==> config.mk <==
export PLATFORM = sky130hd
export DESIGN_NAME = shift_rx_framer
export DESIGN_NICKNAME = d
export VERILOG_FILES = /design/src/rtl/shift_rx_pkg.sv /design/src/rtl/shift_rx_fifo.sv /design/src/rtl/shift_rx_framer.sv
export SDC_FILE = /design/constraint.sdc
export NUM_CORES = 1
export LEC_CHECK = 0
export ABC_AREA = 1
export CORE_UTILIZATION = 38
export CTS_BUF_LIST = sky130_fd_sc_hd__clkbuf_8
export DETAILED_ROUTE_END_ITERATION = 8
export PLACE_DENSITY = 0.59
export REMOVE_ABC_BUFFERS = 1
export SLEW_MARGIN = 20
export SYNTH_ARGS = -nofsm -noshare
export SYNTH_HDL_FRONTEND = slang
export SYNTH_SLANG_ARGS = --single-unit
export TNS_END_PERCENT = 30
==> constraint.sdc <==
create_clock -name clock -period 2.09 [get_ports clock]
set_clock_uncertainty 0.2 [all_clocks]
set_input_delay 0.418 -clock clock [delete_from_list [all_inputs] [get_ports clock]]
set_output_delay 0.418 -clock clock [all_outputs]
set_load 0.01 [all_outputs]
==> src/rtl/shift_rx_pkg.sv <==
// Shared definitions for the shift_rx_framer slice.
//   - state_t            : framer FSM states (HUNT, COLLECT)
//   - DIR_LEFT/DIR_RIGHT : values accepted by the SHIFT_DIRECTION parameter
//   - DEFAULT_SYNC_WORD  : default frame-alignment pattern
//   - fifo_count_width() : bits needed for a FIFO occupancy count 0..depth
package shift_rx_pkg;

    typedef enum logic [0:0] {
        HUNT    = 1'b0,
        COLLECT = 1'b1
    } state_t;

    localparam string DIR_LEFT  = "LEFT";
    localparam string DIR_RIGHT = "RIGHT";

    localparam logic [7:0] DEFAULT_SYNC_WORD = 8'hA5;

    // Occupancy must represent both 0 and depth, hence one extra bit.
    function automatic int unsigned fifo_count_width(input int unsigned depth);
        return $clog2(depth) + 1;
    endfunction

endpackage

==> src/rtl/shift_rx_fifo.sv <==
// First-word-fall-through word buffer for shift_rx_framer.
// Ports:
//   clock, aclr      : rising-edge clock, asynchronous active-high reset
//   push, push_data  : write request; accepted when not full, or when a pop
//                      happens on the same edge
//   pop              : remove head word (ignored when empty)
//   pop_data         : head word, forced to 0 while empty
//   full, empty      : occupancy flags
//   count            : number of stored words (0..FIFO_DEPTH)
module shift_rx_fifo
    import shift_rx_pkg::*;
#(
    parameter int unsigned WIDTH      = 8,
    parameter int unsigned FIFO_DEPTH = 4
) (
    input  logic                                    clock,
    input  logic                                    aclr,
    input  logic                                    push,
    input  logic [WIDTH-1:0]                        push_data,
    input  logic                                    pop,
    output logic [WIDTH-1:0]                        pop_data,
    output logic                                    full,
    output logic                                    empty,
    output logic [fifo_count_width(FIFO_DEPTH)-1:0] count
);

    localparam int unsigned AW = $clog2(FIFO_DEPTH);
    localparam int unsigned CW = fifo_count_width(FIFO_DEPTH);

    logic [WIDTH-1:0] mem_q [FIFO_DEPTH];
    logic [AW-1:0]    wr_ptr_q, rd_ptr_q;
    logic [CW-1:0]    count_q;
    logic             do_push, do_pop;

    assign empty   = (count_q == '0);
    assign full    = (count_q == CW'(FIFO_DEPTH));
    assign do_pop  = pop && !empty;
    // When full, the slot being freed by the pop is the one written.
    assign do_push = push && (!full || do_pop);

    always_ff @(posedge clock or posedge aclr) begin
        if (aclr) begin
            wr_ptr_q <= '0;
            rd_ptr_q <= '0;
            count_q  <= '0;
        end else begin
            if (do_push) wr_ptr_q <= wr_ptr_q + AW'(1);
            if (do_pop)  rd_ptr_q <= rd_ptr_q + AW'(1);
            unique case ({do_push, do_pop})
                2'b10:   count_q <= count_q + CW'(1);
                2'b01:   count_q <= count_q - CW'(1);
                default: count_q <= count_q;
            endcase
        end
    end

    // Storage needs no reset: nothing is visible until count is non-zero.
    always_ff @(posedge clock) begin
        if (do_push) mem_q[wr_ptr_q] <= push_data;
    end

    assign pop_data = empty ? '0 : mem_q[rd_ptr_q];
    assign count    = count_q;

endmodule

==> src/rtl/shift_rx_framer.sv <==
// Serial receive framer: hunts a bitstream for SYNC_WORD, then assembles the
// following bits into WIDTH-bit words and buffers them for a valid/ready sink.
// Optional feature macro: SHIFT_RX_PARITY_EN (each word is followed by an even
// parity bit; bad words are dropped and flagged on parity_err).
// Ports:
//   clock, aclr  : rising-edge clock, asynchronous active-high reset
//   bit_in       : serial data, sampled only while bit_valid is high
//   bit_valid    : bit qualifier
//   resync       : synchronous return to HUNT (FIFO contents kept)
//   word_out     : FIFO head word
//   word_valid   : FIFO non-empty
//   word_ready   : sink accepts word_out when high together with word_valid
//   locked       : high while in COLLECT
//   overflow     : sticky, a completed word was dropped on a full FIFO
//   parity_err   : one-cycle pulse for a word with bad parity
module shift_rx_framer
    import shift_rx_pkg::*;
#(
    parameter int unsigned      WIDTH           = 8,
    parameter logic [WIDTH-1:0] SYNC_WORD       = WIDTH'(DEFAULT_SYNC_WORD),
    parameter string            SHIFT_DIRECTION = DIR_LEFT,
    parameter int unsigned      FIFO_DEPTH      = 4
) (
    input  logic             clock,
    input  logic             aclr,
    input  logic             bit_in,
    input  logic             bit_valid,
    input  logic             resync,
    output logic [WIDTH-1:0] word_out,
    output logic             word_valid,
    input  logic             word_ready,
    output logic             locked,
    output logic             overflow,
    output logic             parity_err
);

    localparam bit          SHIFT_LEFT = (SHIFT_DIRECTION == DIR_LEFT);
    localparam int unsigned CW         = $clog2(WIDTH + 1);
    localparam int unsigned FCW        = fifo_count_width(FIFO_DEPTH);

`ifdef SHIFT_RX_PARITY_EN
    // Assembler keeps the whole word until the parity bit arrives.
    localparam int unsigned   ASM_W    = WIDTH;
    localparam logic [CW-1:0] LAST_CNT = CW'(WIDTH);
`else
    // The final data bit completes the word combinationally, so only
    // WIDTH-1 earlier bits need storing.
    localparam int unsigned   ASM_W    = WIDTH - 1;
    localparam logic [CW-1:0] LAST_CNT = CW'(WIDTH - 1);
`endif

    state_t               state_q, state_d;
    // The window only needs the WIDTH-1 most recent bits; the incoming bit
    // completes the comparison value.
    logic [WIDTH-2:0]     window_q, window_d;
    logic [WIDTH-1:0]     window_next;
    logic [ASM_W-1:0]     asm_q, asm_d;
    logic [WIDTH-1:0]     asm_next;
    logic [CW-1:0]        count_q, count_d;
    logic                 overflow_q, overflow_d;
    logic                 sync_hit;

    logic                 push;
    logic [WIDTH-1:0]     push_word;
    logic                 pop;
    logic                 fifo_full, fifo_empty;
    logic [FCW-1:0]       fifo_count;

    // ---------------------------------------------------------------------
    // Shifters
    // ---------------------------------------------------------------------
    if (SHIFT_LEFT) begin : g_left
        assign window_next = {window_q, bit_in};
`ifdef SHIFT_RX_PARITY_EN
        assign asm_next    = {asm_q[WIDTH-2:0], bit_in};
`else
        assign asm_next    = {asm_q, bit_in};
`endif
    end else begin : g_right
        assign window_next = {bit_in, window_q};
`ifdef SHIFT_RX_PARITY_EN
        assign asm_next    = {bit_in, asm_q[WIDTH-1:1]};
`else
        assign asm_next    = {bit_in, asm_q};
`endif
    end

    // Portion of a shifted value that must be retained for later bits.
    function automatic logic [WIDTH-2:0] keep_tail(input logic [WIDTH-1:0] v);
        return SHIFT_LEFT ? v[WIDTH-2:0] : v[WIDTH-1:1];
    endfunction

    assign sync_hit = (window_next == SYNC_WORD);

    // ---------------------------------------------------------------------
    // FSM: state register / next state / outputs
    // ---------------------------------------------------------------------
    always_ff @(posedge clock or posedge aclr) begin
        if (aclr) state_q <= HUNT;
        else      state_q <= state_d;
    end

    always_comb begin
        state_d = state_q;
        if (resync) begin
            state_d = HUNT;
        end else if (bit_valid) begin
            unique case (state_q)
                HUNT:    if (sync_hit) state_d = COLLECT;
                COLLECT: state_d = COLLECT;
                default: state_d = HUNT;
            endcase
        end
    end

    always_comb begin
        locked = (state_q == COLLECT);
    end

    // ---------------------------------------------------------------------
    // Window, assembler and bit counter
    // ---------------------------------------------------------------------
`ifdef SHIFT_RX_PARITY_EN
    logic parity_fail;
    logic parity_err_q;
`endif

    always_comb begin
        window_d  = window_q;
        asm_d     = asm_q;
        count_d   = count_q;
        push      = 1'b0;
        push_word = asm_next;
`ifdef SHIFT_RX_PARITY_EN
        parity_fail = 1'b0;
`endif
        if (resync) begin
            window_d = '0;
            asm_d    = '0;
            count_d  = '0;
        end else if (bit_valid) begin
            unique case (state_q)
                HUNT: begin
                    window_d = keep_tail(window_next);
                    count_d  = '0;
                end
                COLLECT: begin
`ifdef SHIFT_RX_PARITY_EN
                    if (count_q == LAST_CNT) begin
                        // bit_in is the parity bit; asm_q holds the word.
                        count_d   = '0;
                        push_word = asm_q;
                        if (^{asm_q, bit_in}) parity_fail = 1'b1;
                        else                  push        = 1'b1;
                    end else begin
                        asm_d   = asm_next;
                        count_d = count_q + CW'(1);
                    end
`else
                    asm_d = keep_tail(asm_next);
                    if (count_q == LAST_CNT) begin
                        count_d = '0;
                        push    = 1'b1;
                    end else begin
                        count_d = count_q + CW'(1);
                    end
`endif
                end
                default: ;
            endcase
        end
    end

    // ---------------------------------------------------------------------
    // Overflow: a completed word arrives at a full FIFO with no pop
    // ---------------------------------------------------------------------
    assign pop = word_ready && !fifo_empty;

    always_comb begin
        overflow_d = overflow_q;
        if (resync)                             overflow_d = 1'b0;
        else if (push && fifo_full && !pop)     overflow_d = 1'b1;
    end

    always_ff @(posedge clock or posedge aclr) begin
        if (aclr) begin
            window_q   <= '0;
            asm_q      <= '0;
            count_q    <= '0;
            overflow_q <= 1'b0;
        end else begin
            window_q   <= window_d;
            asm_q      <= asm_d;
            count_q    <= count_d;
            overflow_q <= overflow_d;
        end
    end

`ifdef SHIFT_RX_PARITY_EN
    always_ff @(posedge clock or posedge aclr) begin
        if (aclr) parity_err_q <= 1'b0;
        else      parity_err_q <= parity_fail;
    end
    assign parity_err = parity_err_q;
`else
    assign parity_err = 1'b0;
`endif

    assign overflow = overflow_q;

    // ---------------------------------------------------------------------
    // Word buffer
    // ---------------------------------------------------------------------
    shift_rx_fifo #(
        .WIDTH      (WIDTH),
        .FIFO_DEPTH (FIFO_DEPTH)
    ) u_fifo (
        .clock     (clock),
        .aclr      (aclr),
        .push      (push),
        .push_data (push_word),
        .pop       (pop),
        .pop_data  (word_out),
        .full      (fifo_full),
        .empty     (fifo_empty),
        .count     (fifo_count)
    );

    assign word_valid = (fifo_count != '0);

endmodule

After elaboration in Yosys (flattened, before gate mapping)
Memories as Yosys holds them, arrays and structs flattened.
Cells that the tools add are included.

storage, ports and cells
  bits in registers = 27
  bits in writable memories = 32
  logic and storage cells = 62
  memories = 1

cells by class
  add/sub/neg operators = 5
  equality and inequality tests = 6
  multiplexer cells = 24
  bitwise operators = 1
  reduce and logical (&&, ||, !) cells = 17

memories
  name          words  width  read ports  clocked after Yosys merged registers in  wr ports  line                 RTL
  u_fifo.mem_q  4      8      1           0                                        1         shift_rx_fifo.sv:30  logic [WIDTH-1:0] mem_q [FIFO_DEPTH];

operator list
  kind                 count
  $mux 7               6
  $mux 4               3
  $mux 1               11
  $eq 8x8->1 const B   1
  $mux 8               1
  $pmux 4 s2           1
  $reduce_bool 2->1    4
  $pmux 3 s2           1
  $logic_and 1x1->1    5
  $add 2x1->2 const B  2
  $add 4x1->4 const B  1
  $eq 4x3->1 const B   1
  $reduce_and 2->1     2
  $add 3x1->3 const B  1
  $eq 3x3->1 const B   1
  $logic_not 1->1      3
  $logic_not 3->1      1
  $reduce_bool 3->1    1
  $sub 3x1->3 const B  1
  $eq 2x1->1 const B   1
  $eq 2x2->1 const B   1
  $ne 2x2->1 const B   1
  $pmux 1 s2           1
  $logic_or 1x1->1     1
  $not 1->1            1

Depth between registers and ports, before layout
  word-level depth = 9
  depth in mapped cells = 11
  mapped depth without buffers = 11

By module
From an unflattened synthesis, not the netlist that was laid out.

unflattened totals
  cell total of the unflattened synthesis = 281
  area, all modules = 2725.1 um^2

modules (own cells, without submodules)
  module           instances  cells an instance  area an instance (um^2)  sequential area each (um^2)
  shift_rx_fifo    1          186                1840.5                   1136.1
  shift_rx_framer  1          95                 884.6                    500.5

Least setup slack after synthesis
No wires, ideal clock.

  path type = register to register
  from = reg count_q[0]
  to = reg u_fifo.count_q[2], in the netlist u_fifo.count[2]
  setup time = 123 ps
  arrival = 1759 ps
  data required time = 1767 ps
  setup slack = 7 ps
  stages on the path, launching flop included = 11
  cell sequence = dfrtp_1 > ha_1 > nand3_1 > nor2_4 > nand2_4 > ha_1 > inv_1 > fa_1 > nand2_1 > nand3b_1 > xor2_1

on the way
  longest elaborated chain between the ends = 8
  elaborated cells between the ends (all ways) = 10

RTL lines
  element                                                 line                    RTL
  from (decl)                                             shift_rx_framer.sv:59   logic [CW-1:0] count_q, count_d;
  from (signal assigned)                                  shift_rx_framer.sv:194  count_q <= count_d;
  $eq 4x3->1 *                                            shift_rx_framer.sv:161  if (count_q == LAST_CNT) begin
  $mux 1 *                                                shift_rx_framer.sv:161
  $mux 1 *                                                shift_rx_framer.sv:142  unique case (state_q)
  $mux 1 *                                                shift_rx_framer.sv:141  end else if (bit_valid) begin
  $mux 1 *                                                shift_rx_framer.sv:137  if (resync) begin
  $logic_and 1x1->1 *                                     shift_rx_fifo.sv:39     assign do_push = push && (!full || do_pop);
  $eq 2x1->1 / $eq 2x2->1 (equally long branches)         shift_rx_fifo.sv:49     unique case ({do_push, do_pop})
  $pmux 3 s2 / $reduce_bool 2->1 (equally long branches)  --
  to (signal assigned)                                    shift_rx_fifo.sv:50     2'b10: count_q <= count_q + CW'(1);
  to (signal assigned)                                    shift_rx_fifo.sv:51     2'b01: count_q <= count_q - CW'(1);
  to (signal assigned)                                    shift_rx_fifo.sv:52     default: count_q <= count_q;
  to (decl)                                               shift_rx_fifo.sv:32     logic [CW-1:0] count_q;

Mark *: on every way between the ends. The rest lies on a longest branch, timed or not.
A chain may end at the register's enable or synchronous reset.

Final worst setup path
  from = reg u_fifo.rd_ptr_q[0]
  to = out word_out[0]

on the way
  longest elaborated chain between the ends = 2

RTL lines
  element                 line                   RTL
  from (decl)             shift_rx_fifo.sv:31    logic [AW-1:0] wr_ptr_q, rd_ptr_q;
  from (signal assigned)  shift_rx_fifo.sv:48    if (do_pop) rd_ptr_q <= rd_ptr_q + AW'(1);
  $mem_v2 4x8             --
  $mux 8                  shift_rx_fifo.sv:62    assign pop_data = empty ? '0 : mem_q[rd_ptr_q];
  to (decl)               shift_rx_framer.sv:29  output logic [WIDTH-1:0] word_out,

Every way passes these cells.

==> flow_summary_export.csv <==
group,metric,value,unit
yosys,synthTopCellsByArea,"edfxtp_1 37%, dfrtp_1 26%, nand2_1 7.9%",
yosys,synth.avg_cell_area,10.4,um^2
finish,num_antenna_cells,0,
grt,use_met2,25.4,%
yosys,yosys-top-cells-count,"55 x nand2_1, 32 x edfxtp_1, 32 x inv_1",
sta,tns,-0.0358,ns
die,num_rows,29,
clocking,clock_sinks,59,
grt,grt_first_pass_wirelength,8.37,mm
finish,multiInputGateArea,886,um^2
finish,regArea,1640,um^2
critical_path,cp-end-kind,"primary output",
critical_path,r2r_start,"u_fifo.count[0]$_DFFE_PP0P_",
placed_design,postPlaceCellArea,3040,um^2
placed_design,gp_congestion,0.814,
yosys,yosysSeqAreaShare,62.6,%
placed_design,numPortBuffers,16,
run,maxCapViolations,0,
clocking,clk_pin_slew_worst_paths,0.07,ns
yosys,synth.ff_latch_count,59,
placed_design,dp_cells,367,
critical_path,critPathMaxFanout,9,
critical_path,reg2regPathDepth,9,
pwr,powerDensity,1080,nW/um^2
sta,layout_min_cycle_time,2.11,ns
grt,top_usage_layer,"met2",
yosys,yosysTopAreaCell,"edfxtp_1",
finish,final_cell_area,3390,um^2
die,start_util,40.3,%
yosys,synth_flop_cell,"edfxtp_1",
sta,rsz0062_at_grt,"true",
routing,route.antenna.remaining_nets,0,
critical_path,crit_required,1.47,ns
yosys,yosysWarnings,0,
yosys,synth-edff-count,32,
clocking,clockBufferDepth,2,
placed_design,dp_slack,-0.327,ns
routing,vias,1881,
grt,grt_pass1_vias,1743,
routing,wl_per_cell,12.9,um
routing,drc,2,
yosys,ys_types,25,
critical_path,crit_top_cell,"nor2_1",
clocking,clk_latency,0.34,ns
critical_path,start_kind,"flop",
critical_path,cpPeakStageDelay,0.41,ns
run_status,violations,"design-rule violations, negative setup slack",
routing,drt_iter0_drc,66,
finish,drive_above_1_share,28.1,%
yosys,synth.most_common_cell,"nand2_1",
grt,use_met1,19.7,%
run_status,status,"finished with violations",
yosys,async_reset_ff_share,45.8,%
finish,syn_to_final_growth,29.4,%
routing,firstDrtPassIters,8,
pwr,leakage,0.00146,uW
sta,setup_viol,2,
die,core-area,6490,um^2
yosys,syn_area,2620,um^2
clocking,hold_buffers,0,
sta,finalCritPeriodShare,101,%
critical_path,r2r_slack,0.13,ns
pwr,p_total,3640,uW
critical_path,r2r_end,"u_fifo.count[1]$_DFFE_PP0P_",
critical_path,path_cells,"buf_6 > buf_8 > nor2_1 > nor2_1 > o21ai_1 > a21oi_2 > buf_2",
routing,drt-total-wl,5.05,mm
die,dieArea,7220,um^2
grt,antenna_found_initial,0,
worst_hold_path,hp-class,"in -> async",
routing,via_per_inst,4.82,
critical_path,slowest_stage,"dfrtp_2",
sta,fin_ws,-0.0247,ns
clocking,htree_levels,3,
yosys,netlist.area_leader.share,36.7,%
clocking,numCtsBuffers,9,
yosys,synth_cells,252,
finish,instances_no_fill,390,
grt,use_met3,4.67,%
die,pin_count,18,
grt,grt_max_degree,28,
sta,hold_viol,0,
clocking,cts_tree,"yes",
critical_path,critical_path_class,"reg -> out",
die,die_w,85.0,um
die,die_h,85.0,um
placed_design,place_hpwl,3.28,mm
clocking,cts-root-buf,"clkbuf_8",
finish,fin_nets,321,
grt,gr-usage-all-layers,15.6,%
sta,max_freq,473,MHz
critical_path,cp.arrival,1.50,ns
pwr,peakVddDrop,0.000624,V
finish,nFillCells,603,
sta,drv_slew,0,
grt,globalRouteOverflowTotal,0,
==> layout by cell type, fill, tap and decap left out, types with 2 or more instances in the layout <==
cell and count:
xor2_1 3, nor3_1 2, nand2_2 3, clkbuf_8 9, buf_4 30, edfxtp_1 32
a21oi_1 5, o21ai_4 2, nand2_1 51, nand3_1 12, inv_2 3, xnor2_1 2
a21oi_2 3, inv_1 32, nor2_2 4, dfrtp_1 26, ha_1 4, nand2_4 2
buf_2 8, clkdlybuf4s50_1 6, o21ai_0 10, nor2_1 18, buf_8 2, o22ai_1 11
o21ai_1 6, clkinv_4 3, nor2_4 5
==> registers in the layout (all words and copies together) (netlist names) <==
signal	flops
asm_q	7
count_q	4
locked	1
overflow	1
u_fifo.count	3
u_fifo.mem_q	32
u_fifo.rd_ptr_q	2
u_fifo.wr_ptr_q	2
window_q	7
==> timing repair <==
action / CTS / global route
gates cloned: 1 / 0
pin swaps: 5 / 5
endpoints found under the setup margin: 10 / 10
buffers inserted: 6 / 0
gates resized for setup: 59 / 14
==> layout make-up <==
cell class	instances	share of cell area [%]
Sequential cell	59	48.4
Multi-Input combinational cell	151	26.2
Timing Repair Buffer	50	12.3
Inverter	37	4.40
Clock buffer	9	3.66
Tap cell	77	2.85
Clock inverter	7	2.29
==> through the flow <==
stage	utilization, %	hold slack [ns]
global route	52.1	0.301
detailed placement	46.8	0.300
finish	52.1	0.237
CTS	51.4	0.239
floorplan	-	0.268
global placement	46.8	0.299
==> kinds of logic after synthesis <==
kind of cell,share of synthesized area (%)
AND/OR/NAND/NOR,16.8
flip-flops,62.6
buffers and inverters,6.70
AO/OA/AOI/OAI,8.47
adder cells (fa/ha/maj),3.63
XOR/XNOR,1.67
other,0.143
==> worst max-delay path: cells and delay by family (launching register included) <==
kind	cells	cell delay [ns]
flip-flops	1	0.41
buffers and inverters	3	0.41
AND/OR/NAND/NOR	2	0.13
AO/OA/AOI/OAI	2	0.21
==> worst max path at each step <==
stage,from,endpoint,slack [ns]
3_5_place_dp,resync,u_fifo.count[2]$_DFFE_PP0P_,-0.33
5_1_grt,u_fifo.rd_ptr_q[0]$_DFFE_PP0P_,word_out[0],-0.12
3_3_place_gp,word_ready,u_fifo.count[2]$_DFFE_PP0P_,-0.28
2_1_floorplan,count_q[0]$_DFFE_PP0P_,u_fifo.count[2]$_DFFE_PP0P_,0.007
6_report,u_fifo.rd_ptr_q[0]$_DFFE_PP0P_,word_out[0],-0.02
4_1_cts,u_fifo.rd_ptr_q[0]$_DFFE_PP0P_,word_out[0],-0.04
==> metal layers <==
layer / vias up / share of wire (%)
li1: 939 / -
met1: 907 / 47
met2: 29 / 49
met3: 6 / 3.1
met4: 0 / 1.1
met5: - / 0
==> power by group <==
| group | internal (uW) | switching [uW] | leakage (uW) |
|---|---|---|---|
| sequential | 1280 | 38.1 | 0.000670 |
| clock | 557 | 478 | 0.0000998 |
| combinational | 597 | 693 | 0.000689 |
| total | 2430 | 1210 | 0.00146 |
No activity file was read; power rests on OpenSTA's default activity.
==> patch (same flow settings) <==
The option `SHIFT_RX_PARITY_EN` is turned on by a define.
--- a/src/rtl/shift_rx_framer.sv
+++ b/src/rtl/shift_rx_framer.sv
@@ -14,4 +14,6 @@
 //   overflow     : sticky, a completed word was dropped on a full FIFO
 //   parity_err   : one-cycle pulse for a word with bad parity
+`define SHIFT_RX_PARITY_EN
+
 module shift_rx_framer
     import shift_rx_pkg::*;
Formal check against the unedited RTL: same outputs for any inputs over 10 cycles, from zero or initial values; that may be too few to reach the edited logic, so the function may still have changed.
==> patch against the unedited design <==
  * The run ends with negative setup slack left
  * Critical path depth increased by 5
  * Power shrank 0.92%
  * Die area up 12%
  * Synthesized area increased by 12%
  * Design area increased by 16%
  * Setup slack lost 0.044 ns
  * Synthesized cell count grew 20%
  * Routed wire length rose by 26%
  * Sequential cell count rose by 2
  * Largest cell class unchanged
  * Highest routed layer unchanged
==> patch: results <==
group,metric,value,unit
status,status,"complete, but fails checks",
status,violations,"negative setup slack",
place,port_buffers,17,
cells_and_area,drive_gt1_share,34.4,%
cts,cts_resized,51,
setup_path,worstSetupEndpoint,"u_fifo.mem_q[2][7]",
setup_path,path_delay_family,"simple AND/OR/NAND/NOR gates",
routing,wl_met2,3.20,mm
power_and_ir_drop,p_switching,1.21,mW
routing,num_vias,2282,
yosys,ys_seq_area_share,57.5,%
routing,post_drt_wl_per_cell,13.4,µm
global_routing,use_met1,20.3,%
yosys,synth_cells,302,
power_and_ir_drop,p_leak,1.66,nW
routing,met1Wirelength,2.82,mm
timing,setup_tns,-1.98,ns
setup_path,slowest_delay,0.39,ns
routing,drtIter0Drc,133,
place,dp_worst_setup_slack,-0.350,ns
cts,post_cts.repair.setup_buffers,0,
global_routing,grt_pass1_wl,10.3,mm
yosys,synth.top_cells.by_area,"edfxtp_1 33%, dfrtp_1 25%, o21ai_0 7.8%",
cells_and_area,instances_no_fill,477,
place,dp_cells,454,
place,dp_hpwl,4.30,mm
power_and_ir_drop,switching_share,33.5,%
setup_path,r2r-start,"count_q[0]",
timing,setup_viol,36,
setup_path,crit_type,"reg2reg",
place,placed_area,3530,µm²
cells_and_area,final_nets,386,
place,gp_congestion,0.794,
timing,fin_ws,-0.0685,ns
yosys,netlist_top_cells_count,"47 x nor2_1, 46 x o21ai_0, 40 x inv_1",
cells_and_area,largestRegisters,"u_fifo.mem_q (32), asm_q (8), window_q (7)",
global_routing,grt_max_degree,30,
routing,dr.pass1.iters,4,
global_routing,gr-usage-all-layers,16.3,%
setup_path,crit_path_max_fanout,8,
timing,whs,0.254,ns
setup_path,critPathSlowestCell,"dfrtp_1",
routing,top_layer,"met4",
yosys,synth_cell_types,30,
global_routing,met2_usage,27.1,%
power_and_ir_drop,peakVddDrop,0.000405,V
yosys,async_flop_share,47.5,%
routing,antenna_left,0,
cts,clock_latency,0.34,ns
setup_path,reg2regPathDepth,12,
power_and_ir_drop,combPwrFrac,33.9,%
routing,wl_met3,262,µm
global_routing,grt_use_met3,3.13,%
power_and_ir_drop,pwr-share-seq,38.1,%
patch: changes by cell type in the layout (fill, tap and decap cells not counted), sizes merged, moves of 5 or more:
| cell | before | now |
|---|---|---|
| o21ai | 18 | 47 |
| o22ai | 11 | 6 |
| buf | 42 | 55 |
| nand2 | 56 | 29 |
| a21oi | 8 | 19 |
| nor2 | 27 | 53 |
| inv | 38 | 51 |
patch: final cells by class:
type,count,area [µm²]
Clock buffer,9,124
Clock inverter,7,67.6
Fill cell,648,3450
Inverter,50,195
Multi-Input combinational cell,186,1170
Sequential cell,61,1690
Tap cell,99,124
Timing Repair Buffer,65,551
patch: cells by family (layout without fill, tap and decap cells):
group,Yosys count,count (layout),share of synthesized area (%)
flip-flops,61,61,57.5
XOR/XNOR,7,7,2.35
adder cells (fa/ha/maj),7,7,3.24
AND/OR/NAND/NOR,98,98,16.7
buffers and inverters,55,131,7.16
AO/OA/AOI/OAI,74,74,13.1
